## config.mk

```make
export PLATFORM = sky130hd
export DESIGN_NAME = io_port_responder
export DESIGN_NICKNAME = d
export VERILOG_FILES = /design/src/rtl/io_port_responder.sv
export SDC_FILE = /design/constraint.sdc
export NUM_CORES = 1
export LEC_CHECK = 0
export ABC_AREA = 1
export ABC_CLOCK_PERIOD_IN_PS = 4380
export BUFFER_PORTS_ARGS = -buffer_cell sky130_fd_sc_hd__buf_2
export CAP_MARGIN = 0
export CORE_ASPECT_RATIO = 1.4
export CORE_MARGIN = 2
export CORE_UTILIZATION = 45
export CTS_CLUSTER_SIZE = 28
export DETAILED_ROUTE_END_ITERATION = 10
export PLACE_DENSITY = 0.63
export REMOVE_ABC_BUFFERS = 1
export SYNTH_ARGS = -nofsm -noshare
export SYNTH_HDL_FRONTEND = slang
export SYNTH_SLANG_ARGS = --single-unit
```

## constraint.sdc

```tcl
create_clock -name clk -period 4.38 [get_ports clk]
set_input_delay 0.219 -clock clk [delete_from_list [all_inputs] [get_ports clk]]
set_output_delay 0.219 -clock clk [all_outputs]
set_load 0.01 [all_outputs]
```

## src/rtl/io_port_responder.sv

```systemverilog
`default_nettype none
//============================================================================
// Module   : io_port_responder
// Purpose  : CPU IO-port bus responder with TX/RX FIFOs, status register,
//            four general output latches and a synchronized general input.
//            Optional TX->RX loopback is built when IO_LOOPBACK_EN is defined.
// Revision : 1.0
//============================================================================
module io_port_responder #(
    parameter int TX_DEPTH_LOG2 = 3,
    parameter int RX_DEPTH_LOG2 = 3
) (
    input  logic        clk,
    input  logic        reset,
    input  logic [7:0]  ioAdrs,
    input  logic [15:0] ioOut,
    input  logic        ioWe,
    output logic [15:0] ioIn,
    output logic [15:0] txData,
    output logic        txValid,
    input  logic        txReady,
    input  logic [15:0] rxData,
    input  logic        rxValid,
    output logic [15:0] genOut0,
    output logic [15:0] genOut1,
    output logic [15:0] genOut2,
    output logic [15:0] genOut3,
    input  logic [15:0] genIn
);

    localparam int c_TX_DEPTH = 1 << TX_DEPTH_LOG2;
    localparam int c_RX_DEPTH = 1 << RX_DEPTH_LOG2;

    localparam logic [TX_DEPTH_LOG2:0]   c_TX_FULL    = (TX_DEPTH_LOG2+1)'(c_TX_DEPTH);
    localparam logic [RX_DEPTH_LOG2:0]   c_RX_FULL    = (RX_DEPTH_LOG2+1)'(c_RX_DEPTH);
    localparam logic [TX_DEPTH_LOG2:0]   c_TX_CNT_ONE = (TX_DEPTH_LOG2+1)'(1);
    localparam logic [RX_DEPTH_LOG2:0]   c_RX_CNT_ONE = (RX_DEPTH_LOG2+1)'(1);
    localparam logic [TX_DEPTH_LOG2-1:0] c_TX_PTR_ONE = TX_DEPTH_LOG2'(1);
    localparam logic [RX_DEPTH_LOG2-1:0] c_RX_PTR_ONE = RX_DEPTH_LOG2'(1);

    localparam logic [3:0] c_ADR_STATUS = 4'h0;
    localparam logic [3:0] c_ADR_RXDATA = 4'h1;
    localparam logic [3:0] c_ADR_TXDATA = 4'h2;
    localparam logic [3:0] c_ADR_GENIN  = 4'h8;

    // ------------------------------------------------------------------
    // Write strobe edge detect and address decode
    // ------------------------------------------------------------------
    logic r_we_prev;
    logic w_wr;
    logic w_dec;
    logic [3:0] w_sel;
    logic w_status_wr;
    logic w_gen_wr;

    // Resetting to 1 blocks a commit from ioWe held high through reset.
    always_ff @(posedge clk) begin
        if (reset) r_we_prev <= 1'b1;
        else       r_we_prev <= ioWe;
    end

    assign w_dec       = (ioAdrs[7:4] == 4'h0);
    assign w_sel       = ioAdrs[3:0];
    assign w_wr        = ioWe && !r_we_prev && w_dec;
    assign w_status_wr = w_wr && (w_sel == c_ADR_STATUS);
    assign w_gen_wr    = w_wr && (w_sel[3:2] == 2'b01);

    // ------------------------------------------------------------------
    // TX FIFO
    // ------------------------------------------------------------------
    logic [15:0]              r_tx_mem [c_TX_DEPTH];
    logic [TX_DEPTH_LOG2-1:0] r_tx_wp;
    logic [TX_DEPTH_LOG2-1:0] r_tx_rp;
    logic [TX_DEPTH_LOG2:0]   r_tx_cnt;
    logic [TX_DEPTH_LOG2:0]   w_tx_cnt_nxt;
    logic w_tx_nempty;
    logic w_tx_full;
    logic w_tx_fire;
    logic w_tx_pop;
    logic w_tx_wr;
    logic w_tx_push;
    logic w_tx_drop;
    logic [15:0] w_tx_head;

    // ------------------------------------------------------------------
    // RX FIFO
    // ------------------------------------------------------------------
    logic [15:0]              r_rx_mem [c_RX_DEPTH];
    logic [RX_DEPTH_LOG2-1:0] r_rx_wp;
    logic [RX_DEPTH_LOG2-1:0] r_rx_rp;
    logic [RX_DEPTH_LOG2:0]   r_rx_cnt;
    logic [RX_DEPTH_LOG2:0]   w_rx_cnt_nxt;
    logic w_rx_nempty;
    logic w_rx_full;
    logic w_rx_pop;
    logic w_rx_push;
    logic w_rx_ovf;
    logic [15:0] w_rx_wdata;
    logic [15:0] w_rx_head;

    logic w_lb_move;
    logic w_lb_bit;

    assign w_tx_nempty = (r_tx_cnt != '0);
    assign w_tx_full   = (r_tx_cnt == c_TX_FULL);
    assign w_tx_head   = w_tx_nempty ? r_tx_mem[r_tx_rp] : 16'h0000;
    assign w_rx_nempty = (r_rx_cnt != '0);
    assign w_rx_full   = (r_rx_cnt == c_RX_FULL);
    assign w_rx_head   = w_rx_nempty ? r_rx_mem[r_rx_rp] : 16'h0000;

`ifdef IO_LOOPBACK_EN
    logic r_loopback;

    always_ff @(posedge clk) begin
        if (reset)            r_loopback <= 1'b0;
        else if (w_status_wr) r_loopback <= ioOut[3];
    end

    // An external rxValid owns the RX write port; the loopback move waits.
    assign w_lb_move = r_loopback && w_tx_nempty && !w_rx_full && !rxValid;
    assign w_tx_fire = !r_loopback && w_tx_nempty && txReady;
    assign txValid   = !r_loopback && w_tx_nempty;
    assign w_lb_bit  = r_loopback;
`else
    assign w_lb_move = 1'b0;
    assign w_tx_fire = w_tx_nempty && txReady;
    assign txValid   = w_tx_nempty;
    assign w_lb_bit  = 1'b0;
`endif

    assign txData = w_tx_head;

    // A pop in the same cycle frees a slot, so a push to a full FIFO still lands.
    assign w_tx_pop  = w_tx_fire || w_lb_move;
    assign w_tx_wr   = w_wr && (w_sel == c_ADR_TXDATA);
    assign w_tx_push = w_tx_wr && (!w_tx_full || w_tx_pop);
    assign w_tx_drop = w_tx_wr && w_tx_full && !w_tx_pop;

    assign w_rx_pop   = w_wr && (w_sel == c_ADR_RXDATA) && w_rx_nempty;
    assign w_rx_push  = (rxValid && (!w_rx_full || w_rx_pop)) || w_lb_move;
    assign w_rx_ovf   = rxValid && w_rx_full && !w_rx_pop;
    assign w_rx_wdata = rxValid ? rxData : w_tx_head;

    always_comb begin
        w_tx_cnt_nxt = r_tx_cnt;
        case ({w_tx_push, w_tx_pop})
            2'b10:   w_tx_cnt_nxt = r_tx_cnt + c_TX_CNT_ONE;
            2'b01:   w_tx_cnt_nxt = r_tx_cnt - c_TX_CNT_ONE;
            default: w_tx_cnt_nxt = r_tx_cnt;
        endcase
    end

    always_comb begin
        w_rx_cnt_nxt = r_rx_cnt;
        case ({w_rx_push, w_rx_pop})
            2'b10:   w_rx_cnt_nxt = r_rx_cnt + c_RX_CNT_ONE;
            2'b01:   w_rx_cnt_nxt = r_rx_cnt - c_RX_CNT_ONE;
            default: w_rx_cnt_nxt = r_rx_cnt;
        endcase
    end

    always_ff @(posedge clk) begin
        if (reset) begin
            r_tx_wp  <= '0;
            r_tx_rp  <= '0;
            r_tx_cnt <= '0;
            r_rx_wp  <= '0;
            r_rx_rp  <= '0;
            r_rx_cnt <= '0;
        end else begin
            if (w_tx_push) r_tx_wp <= r_tx_wp + c_TX_PTR_ONE;
            if (w_tx_pop)  r_tx_rp <= r_tx_rp + c_TX_PTR_ONE;
            if (w_rx_push) r_rx_wp <= r_rx_wp + c_RX_PTR_ONE;
            if (w_rx_pop)  r_rx_rp <= r_rx_rp + c_RX_PTR_ONE;
            r_tx_cnt <= w_tx_cnt_nxt;
            r_rx_cnt <= w_rx_cnt_nxt;
        end
    end

    // Storage arrays carry no reset; occupancy is tracked by the counters.
    always_ff @(posedge clk) begin
        if (w_tx_push) r_tx_mem[r_tx_wp] <= ioOut;
        if (w_rx_push) r_rx_mem[r_rx_wp] <= w_rx_wdata;
    end

    // ------------------------------------------------------------------
    // Sticky flags: a set in the same cycle as a clear wins
    // ------------------------------------------------------------------
    logic r_rx_ovf;
    logic r_tx_drop;

    always_ff @(posedge clk) begin
        if (reset) begin
            r_rx_ovf  <= 1'b0;
            r_tx_drop <= 1'b0;
        end else begin
            if (w_rx_ovf)                     r_rx_ovf  <= 1'b1;
            else if (w_status_wr && ioOut[2]) r_rx_ovf  <= 1'b0;
            if (w_tx_drop)                    r_tx_drop <= 1'b1;
            else if (w_status_wr && ioOut[4]) r_tx_drop <= 1'b0;
        end
    end

    // ------------------------------------------------------------------
    // General outputs and synchronized general input
    // ------------------------------------------------------------------
    logic [15:0] r_gen_out [4];
    logic [15:0] r_gen_in_s1;
    logic [15:0] r_gen_in_s2;

    always_ff @(posedge clk) begin
        if (reset) begin
            for (int i = 0; i < 4; i++) r_gen_out[i] <= 16'h0000;
        end else if (w_gen_wr) begin
            r_gen_out[w_sel[1:0]] <= ioOut;
        end
    end

    always_ff @(posedge clk) begin
        if (reset) begin
            r_gen_in_s1 <= 16'h0000;
            r_gen_in_s2 <= 16'h0000;
        end else begin
            r_gen_in_s1 <= genIn;
            r_gen_in_s2 <= r_gen_in_s1;
        end
    end

    assign genOut0 = r_gen_out[0];
    assign genOut1 = r_gen_out[1];
    assign genOut2 = r_gen_out[2];
    assign genOut3 = r_gen_out[3];

    // ------------------------------------------------------------------
    // Read path: registered, sourced from pre-update state
    // ------------------------------------------------------------------
    logic [3:0]  w_tx_cnt4;
    logic [3:0]  w_rx_cnt4;
    logic [15:0] w_status;
    logic [15:0] w_rd_data;
    logic [15:0] r_io_in;

    assign w_tx_cnt4 = 4'(r_tx_cnt);
    assign w_rx_cnt4 = 4'(r_rx_cnt);
    assign w_status  = {w_tx_cnt4, w_rx_cnt4, 3'b000, r_tx_drop, w_lb_bit,
                        r_rx_ovf, w_tx_full, w_rx_nempty};

    always_comb begin
        w_rd_data = 16'h0000;
        if (w_dec) begin
            case (w_sel)
                c_ADR_STATUS: w_rd_data = w_status;
                c_ADR_RXDATA: w_rd_data = w_rx_head;
                c_ADR_TXDATA: w_rd_data = {12'h000, w_tx_cnt4};
                4'h4, 4'h5, 4'h6, 4'h7:
                              w_rd_data = r_gen_out[w_sel[1:0]];
                c_ADR_GENIN:  w_rd_data = r_gen_in_s2;
                default:      w_rd_data = 16'h0000;
            endcase
        end
    end

    always_ff @(posedge clk) begin
        if (reset) r_io_in <= 16'h0000;
        else       r_io_in <= w_rd_data;
    end

    assign ioIn = r_io_in;

endmodule
`default_nettype wire

```

# Yosys cells after proc, flatten, opt, wreduce, memory -nomap -nowiden
# Memories as Yosys holds them, arrays and structs flattened. A register that Yosys moved wholly into a read port is not among the register bits.
# Cells that the tools add are included.
[totals]
register_bits = 71
ram_bits = 320
input_bits = 61
out_inout_bits = 97
elab_cells = 98
mem_count = 3
[op_classes]
addsub = 8
eq_ne = 14
n_mux = 26
n_bitwise = 1
reduce_logical = 34
[mem_list]
columns = ["memory", "depth", "word_bits", "rd", "rd_clocked_by_memory_dff", "write_ports", "line_no", "rtl"]
rows = [
  ["r_rx_mem", 8, 16, 1, 1, 1, "88", "logic [15:0] r_rx_mem [c_RX_DEPTH];"],
  ["r_tx_mem", 8, 16, 1, 1, 1, "71", "logic [15:0] r_tx_mem [c_TX_DEPTH];"],
  ["r_gen_out", 4, 16, 5, 0, 4, "207", "logic [15:0] r_gen_out [4];"],
]
[ops]
columns = ["operator", "count"]
rows = [
  ["16-bit case mux with 5 select lines", 1],
  ["16-bit two-way mux", 4],
  ["4-bit by 3-bit == test with 1-bit output (second input constant)", 4],
  ["1-bit logical AND", 16],
  ["4-bit case mux with 2 select lines", 2],
  ["16-bit OR reduction", 1],
  ["1-bit two-way mux", 14],
  ["3-bit by 1-bit adder with 3-bit output (second input constant)", 4],
  ["4-bit == test (second input constant)", 3],
  ["3-bit two-way mux", 4],
  ["4-bit by 1-bit adder with 4-bit output (second input constant)", 2],
  ["4-bit zero test", 2],
  ["2-bit nonzero test", 4],
  ["4-bit nonzero test", 2],
  ["4-bit by 1-bit subtractor with 4-bit output (second input constant)", 2],
  ["2-bit by 1-bit == test with 1-bit output (second input constant)", 3],
  ["1-bit zero test", 5],
  ["2-bit == test (second input constant)", 2],
  ["4-bit by 1-bit == test with 1-bit output (second input constant)", 1],
  ["4-bit by 2-bit == test with 1-bit output (second input constant)", 1],
  ["4-bit OR reduction", 1],
  ["1-bit logical OR", 2],
  ["2-bit two-way mux", 1],
  ["2-bit OR reduction", 1],
  ["1-bit inverter", 1],
]

# Longest topological paths before layout
[depth]
word_depth = 9
mapped_depth = 16
mapped_depth_nobuf = 16

# Worst setup path after synthesis
# No wires, ideal clock.
[synth_timing]
path_kind = "input-to-reg"
startpoint = "input ioAdrs[7]"
endpoint = "memory r_tx_mem[1][0], enable pin"
setup_time_ns = 0.409
t_arrival_ns = 2.119
required_time_ns = 3.971
slack_ns = 1.852
cell_stages = 8
path_buffers = 1
cell_sequence = "nor2_1 nand2_1 nor2_1 buf_2 nand3_4 nor2_1 inv_1 nor3_1"
[synth_between]
elab_chain_cells = 6
[synth_rtl]
columns = ["item", "line_no", "rtl"]
rows = [
  ["start: declaration", "15", "input logic [7:0] ioAdrs,"],
  ["4-bit zero test", "62", "assign w_dec = (ioAdrs[7:4] == 4'h0);"],
  ["1-bit logical AND", "64", "assign w_wr = ioWe && !r_we_prev && w_dec;"],
  ["1-bit logical AND", "135", "assign w_tx_wr = w_wr && (w_sel == c_ADR_TXDATA);"],
  ["1-bit logical AND", "136", "assign w_tx_push = w_tx_wr && (!w_tx_full || w_tx_pop);"],
  ["1-bit two-way mux", "182", "if (w_tx_push) r_tx_mem[r_tx_wp] <= ioOut;"],
  ["1-bit two-way mux (implied by the code)", "182", ""],
  ["end: declaration", "71", ""],
]
# No other way between the ends.

==> impl_metrics.py <==
metrics = {
    "cts": {
        "cts-htree-levels": 2,
        "numCtsBuffers": 38,
        "tritoncts": "built",
        "ctsResizeCount": 0,
        "cts_root_buf": "clkbuf_16",
        "clkSlewWorstSetupHoldPaths_ns": 0.07,
        "clock_latency_ns": 0.54,
        "numClockSinks": 397,
        "cts_buffer_depth": 3,
    },
    "layout": {
        "syn_to_final_growth_pct": 17.6,
        "multi_input_area_mm2": 0.00415,
        "post-route-util_pct": 53.7,
        "nNetsFinal": 1672,
        "seq_area_mm2": 0.0112,
        "drive_gt1_share_pct": 16.6,
        "final_common_cell": "edfxtp_1",
        "design_area_mm2": 0.0188,
        "layoutNonFillerInstCount": 2087,
        "n_fill_cell": 3070,
        "final_cell_mix": "320 x edfxtp_1, 303 x nor2_1, 157 x buf_2",
    },
    "status": {
        "status": "finished, final reports clean",
    },
    "setup_path": {
        "cp-end-kind": "primary output",
        "worst_path_dominant_cell_family": "buffers and inverters",
        "rrSetupSlack_ns": 1.58,
        "cp_num_buf_inv": 3,
        "required_ns": 4.16,
        "reg2reg_depth": 13,
        "r2r-end": "r_tx_cnt[2]",
        "path_cells": "inv_1 -> buf_4 -> o21ai_0 -> o211ai_1 -> nand2_1 -> nor2_1 -> buf_2",
        "r2r-start": "r_tx_cnt[2]",
        "startpoint_type": "flip-flop",
        "critPathMaxStageDelay_ns": 0.64,
        "slowest_stage": "inv_1",
        "cp.arrival_ns": 2.76,
        "path_max_fanout": 26,
        "crit_type": "reg -> out",
    },
    "synthesis": {
        "ys.flop_type": "edfxtp_1",
        "yosysUniqueCellTypes": 39,
        "synth-async-reset-ratio_pct": 0,
        "synthCells": 1420,
        "syn_avg_cell_area_um2": 11.2,
        "synth-edff-count": 320,
        "yosysSeqAreaShare_pct": 69.8,
        "yosysWarnings": 0,
        "syn_area_mm2": 0.0160,
        "ys_ff_latch": 397,
    },
    "worst_hold_path": {
        "hold_class": "in -> reg",
        "hold_end": "r_tx_mem[0][4]",
        "whs_path_depth": 1,
        "min_from": "ioOut[4]",
    },
    "floorplanning": {
        "num_rows": 81,
        "num_io_pins": 158,
        "die_w_um": 163,
        "start_util_pct": 45.7,
        "dieArea_mm2": 0.0370,
        "die_h_um": 227,
        "core-area_mm2": 0.0350,
    },
    "placed_design": {
        "dpl_cell_area_mm2": 0.0173,
        "place_congestion": 0.900,
        "dp_hpwl_um": 29500,
        "place_inst": 1991,
        "io_buffers": 157,
    },
    "routing": {
        "drt_wl_total_um": 43100,
        "wl_per_cell_um": 20.7,
        "first_pass_iters": 7,
        "via_per_inst": 5.42,
        "drcViolationCount": 0,
        "ant_nets": 0,
        "drt_iter0_drc": 909,
        "vias": 11307,
    },
    "timing": {
        "fin_hold_ws_ns": 0.0231,
        "finalHoldViolations": 0,
        "fin_crit_sh_pct": 68.1,
        "finClkSkew_ns": 0.0152,
        "slew_viol_final": 0,
        "worst_pin_slew_ns": 1.13,
        "finalSetupViolCount": 0,
        "max_freq_ghz": 0.335,
        "relSlewSlack_pct": 24.4,
        "rsz0062_at_grt": "no",
        "period_needed_ns": 2.98,
        "setup_tns_ns": 0,
    },
    "job": {
        "max_cap_viol_count": 0,
    },
    "pwr": {
        "vdd_ir_drop_max_mv": 0.373,
        "powerDensity_mw_per_mm2": 478,
        "p_leak_nw": 7.17,
    },
    "grt": {
        "grt_pass1_wl_um": 63400,
        "grt_max_degree": 65,
        "grt_pass1_vias": 10970,
        "track_usage_pct": 23.0,
        "antenna_found_initial": 2,
        "gr-total-overflow": 0,
    },
}
## stage by stage
| stage | worst slack, ns | total power [W] |
|---|---|---|
| 3_3_place_gp | 1.58 | 0.00580 |
| 5_1_grt | 1.18 | 0.00931 |
| 4_1_cts | 1.33 | 0.00901 |
| 3_5_place_dp | 1.46 | 0.00583 |
| 6_report | 1.40 | 0.00898 |
| 2_1_floorplan | 1.01 | 0.00523 |
## timing repair
| action | 4_1_cts | 5_1_grt |
|---|---|---|
| setup buffers | 0 | 0 |
| endpoints found under the hold margin | 105 | 0 |
| hold buffers | 28 | 0 |
## cell families after synthesis
family | share of synthesized area [%]
buffers and inverters | 4.54
flip-flops | 69.8
AND/OR/NAND/NOR | 13.3
adder cells (fa/ha/maj) | 0.627
XOR/XNOR | 0.274
multiplexers | 1.00
AO/OA/AOI/OAI | 10.5
## where the power goes
group          switching (W)  leakage [nW]  internal (W)
clock network        0.00138         0.580       0.00181
logic               0.000980          2.94      0.000420
registers           0.000113          3.65       0.00427
total                0.00248          7.17       0.00650
## routing by layer
| layer | share of wire, % | global-route usage [%] | up-vias | wire length [um] |
|---|---|---|---|---|
| met3 | 7.4 | 3.46 | 101 | 3180 |
| met2 | 51 | 40.2 | 425 | 21800 |
| met1 | 38 | 28.1 | 5483 | 16200 |
| li1 | - | - | 5296 | - |
| met4 | 4.4 | 10.5 | 2 | 1910 |
| met5 | 0.030 | 0 | - | 13 |
## cells in the mapped netlist, types with 2 or more instances
| cell type | number | area [um^2] |
|---|---|---|
| o31ai_1 | 2 | 15.0 |
| nor3_1 | 14 | 70.1 |
| o211ai_1 | 40 | 300 |
| o221ai_1 | 6 | 52.6 |
| buf_2 | 16 | 80.1 |
| nand2_2 | 4 | 25.0 |
| ha_1 | 8 | 100 |
| xor2_1 | 4 | 35.0 |
| nor2_1 | 303 | 1140 |
| a22oi_1 | 21 | 158 |
| a22o_1 | 3 | 26.3 |
| a31oi_1 | 3 | 18.8 |
| inv_2 | 3 | 11.3 |
| nand2_1 | 156 | 586 |
| edfxtp_1 | 320 | 9610 |
| mux2i_1 | 16 | 160 |
| buf_1 | 6 | 22.5 |
| inv_1 | 108 | 405 |
| o22ai_1 | 23 | 144 |
| nor2_8 | 2 | 40.0 |
| a21oi_1 | 48 | 240 |
| nor2_4 | 2 | 22.5 |
| dfxtp_1 | 77 | 1540 |
| nand4_1 | 9 | 56.3 |
| clkbuf_1 | 46 | 173 |
| nand3_1 | 21 | 105 |
| clkinv_1 | 5 | 18.8 |
| o21ai_0 | 142 | 711 |
| buf_4 | 2 | 15.0 |
## state kept, by name (all words and copies together), names as in the netlist, 4 cells and up, named ones only
| register | flops |
|---|---|
| r_rx_mem | 128 |
| r_tx_mem | 128 |
| r_gen_out | 64 |
| ioIn | 16 |
| r_gen_in_s1 | 16 |
| r_gen_in_s2 | 16 |
| r_rx_cnt | 4 |
| r_tx_cnt | 4 |
## worst register-to-register path, cell delays in order (launching register included)
cell and delay (ns):
dfxtp_1 0.33, inv_1 0.11, nand3_1 0.11, nor2_1 0.13, clkinv_1 0.53, nand2_1 0.24, inv_1 0.15, ha_1 0.28
xor2_1 0.17, ha_1 0.20, a21oi_1 0.15, xnor2_1 0.09, o21ai_0 0.16, inv_1 0.05
## layout make-up
cell class / count / area share (%)
diodes: 1 / 0.0133
clock buffers: 45 / 5.32
clock inverters: 22 / 1.04
inverters: 116 / 2.32
multi-input cells: 837 / 22.1
flip-flops and latches: 397 / 59.4
well taps: 456 / 3.04
repair buffers: 213 / 6.80
## worst max-delay path by stage
stage                                 end  slack [ns]  depth (start not counted)
after floorplan            r_rx_mem[0][0]        1.01                          7
after global placement    r_gen_out[1][1]        1.58                          8
after detailed placement  r_gen_out[1][1]        1.46                          8
after CTS                      txData[15]        1.33                          7
after global routing           txData[15]        1.18                          7
final                          txData[12]        1.40                          7
Power figures use the tool's default switching activity.
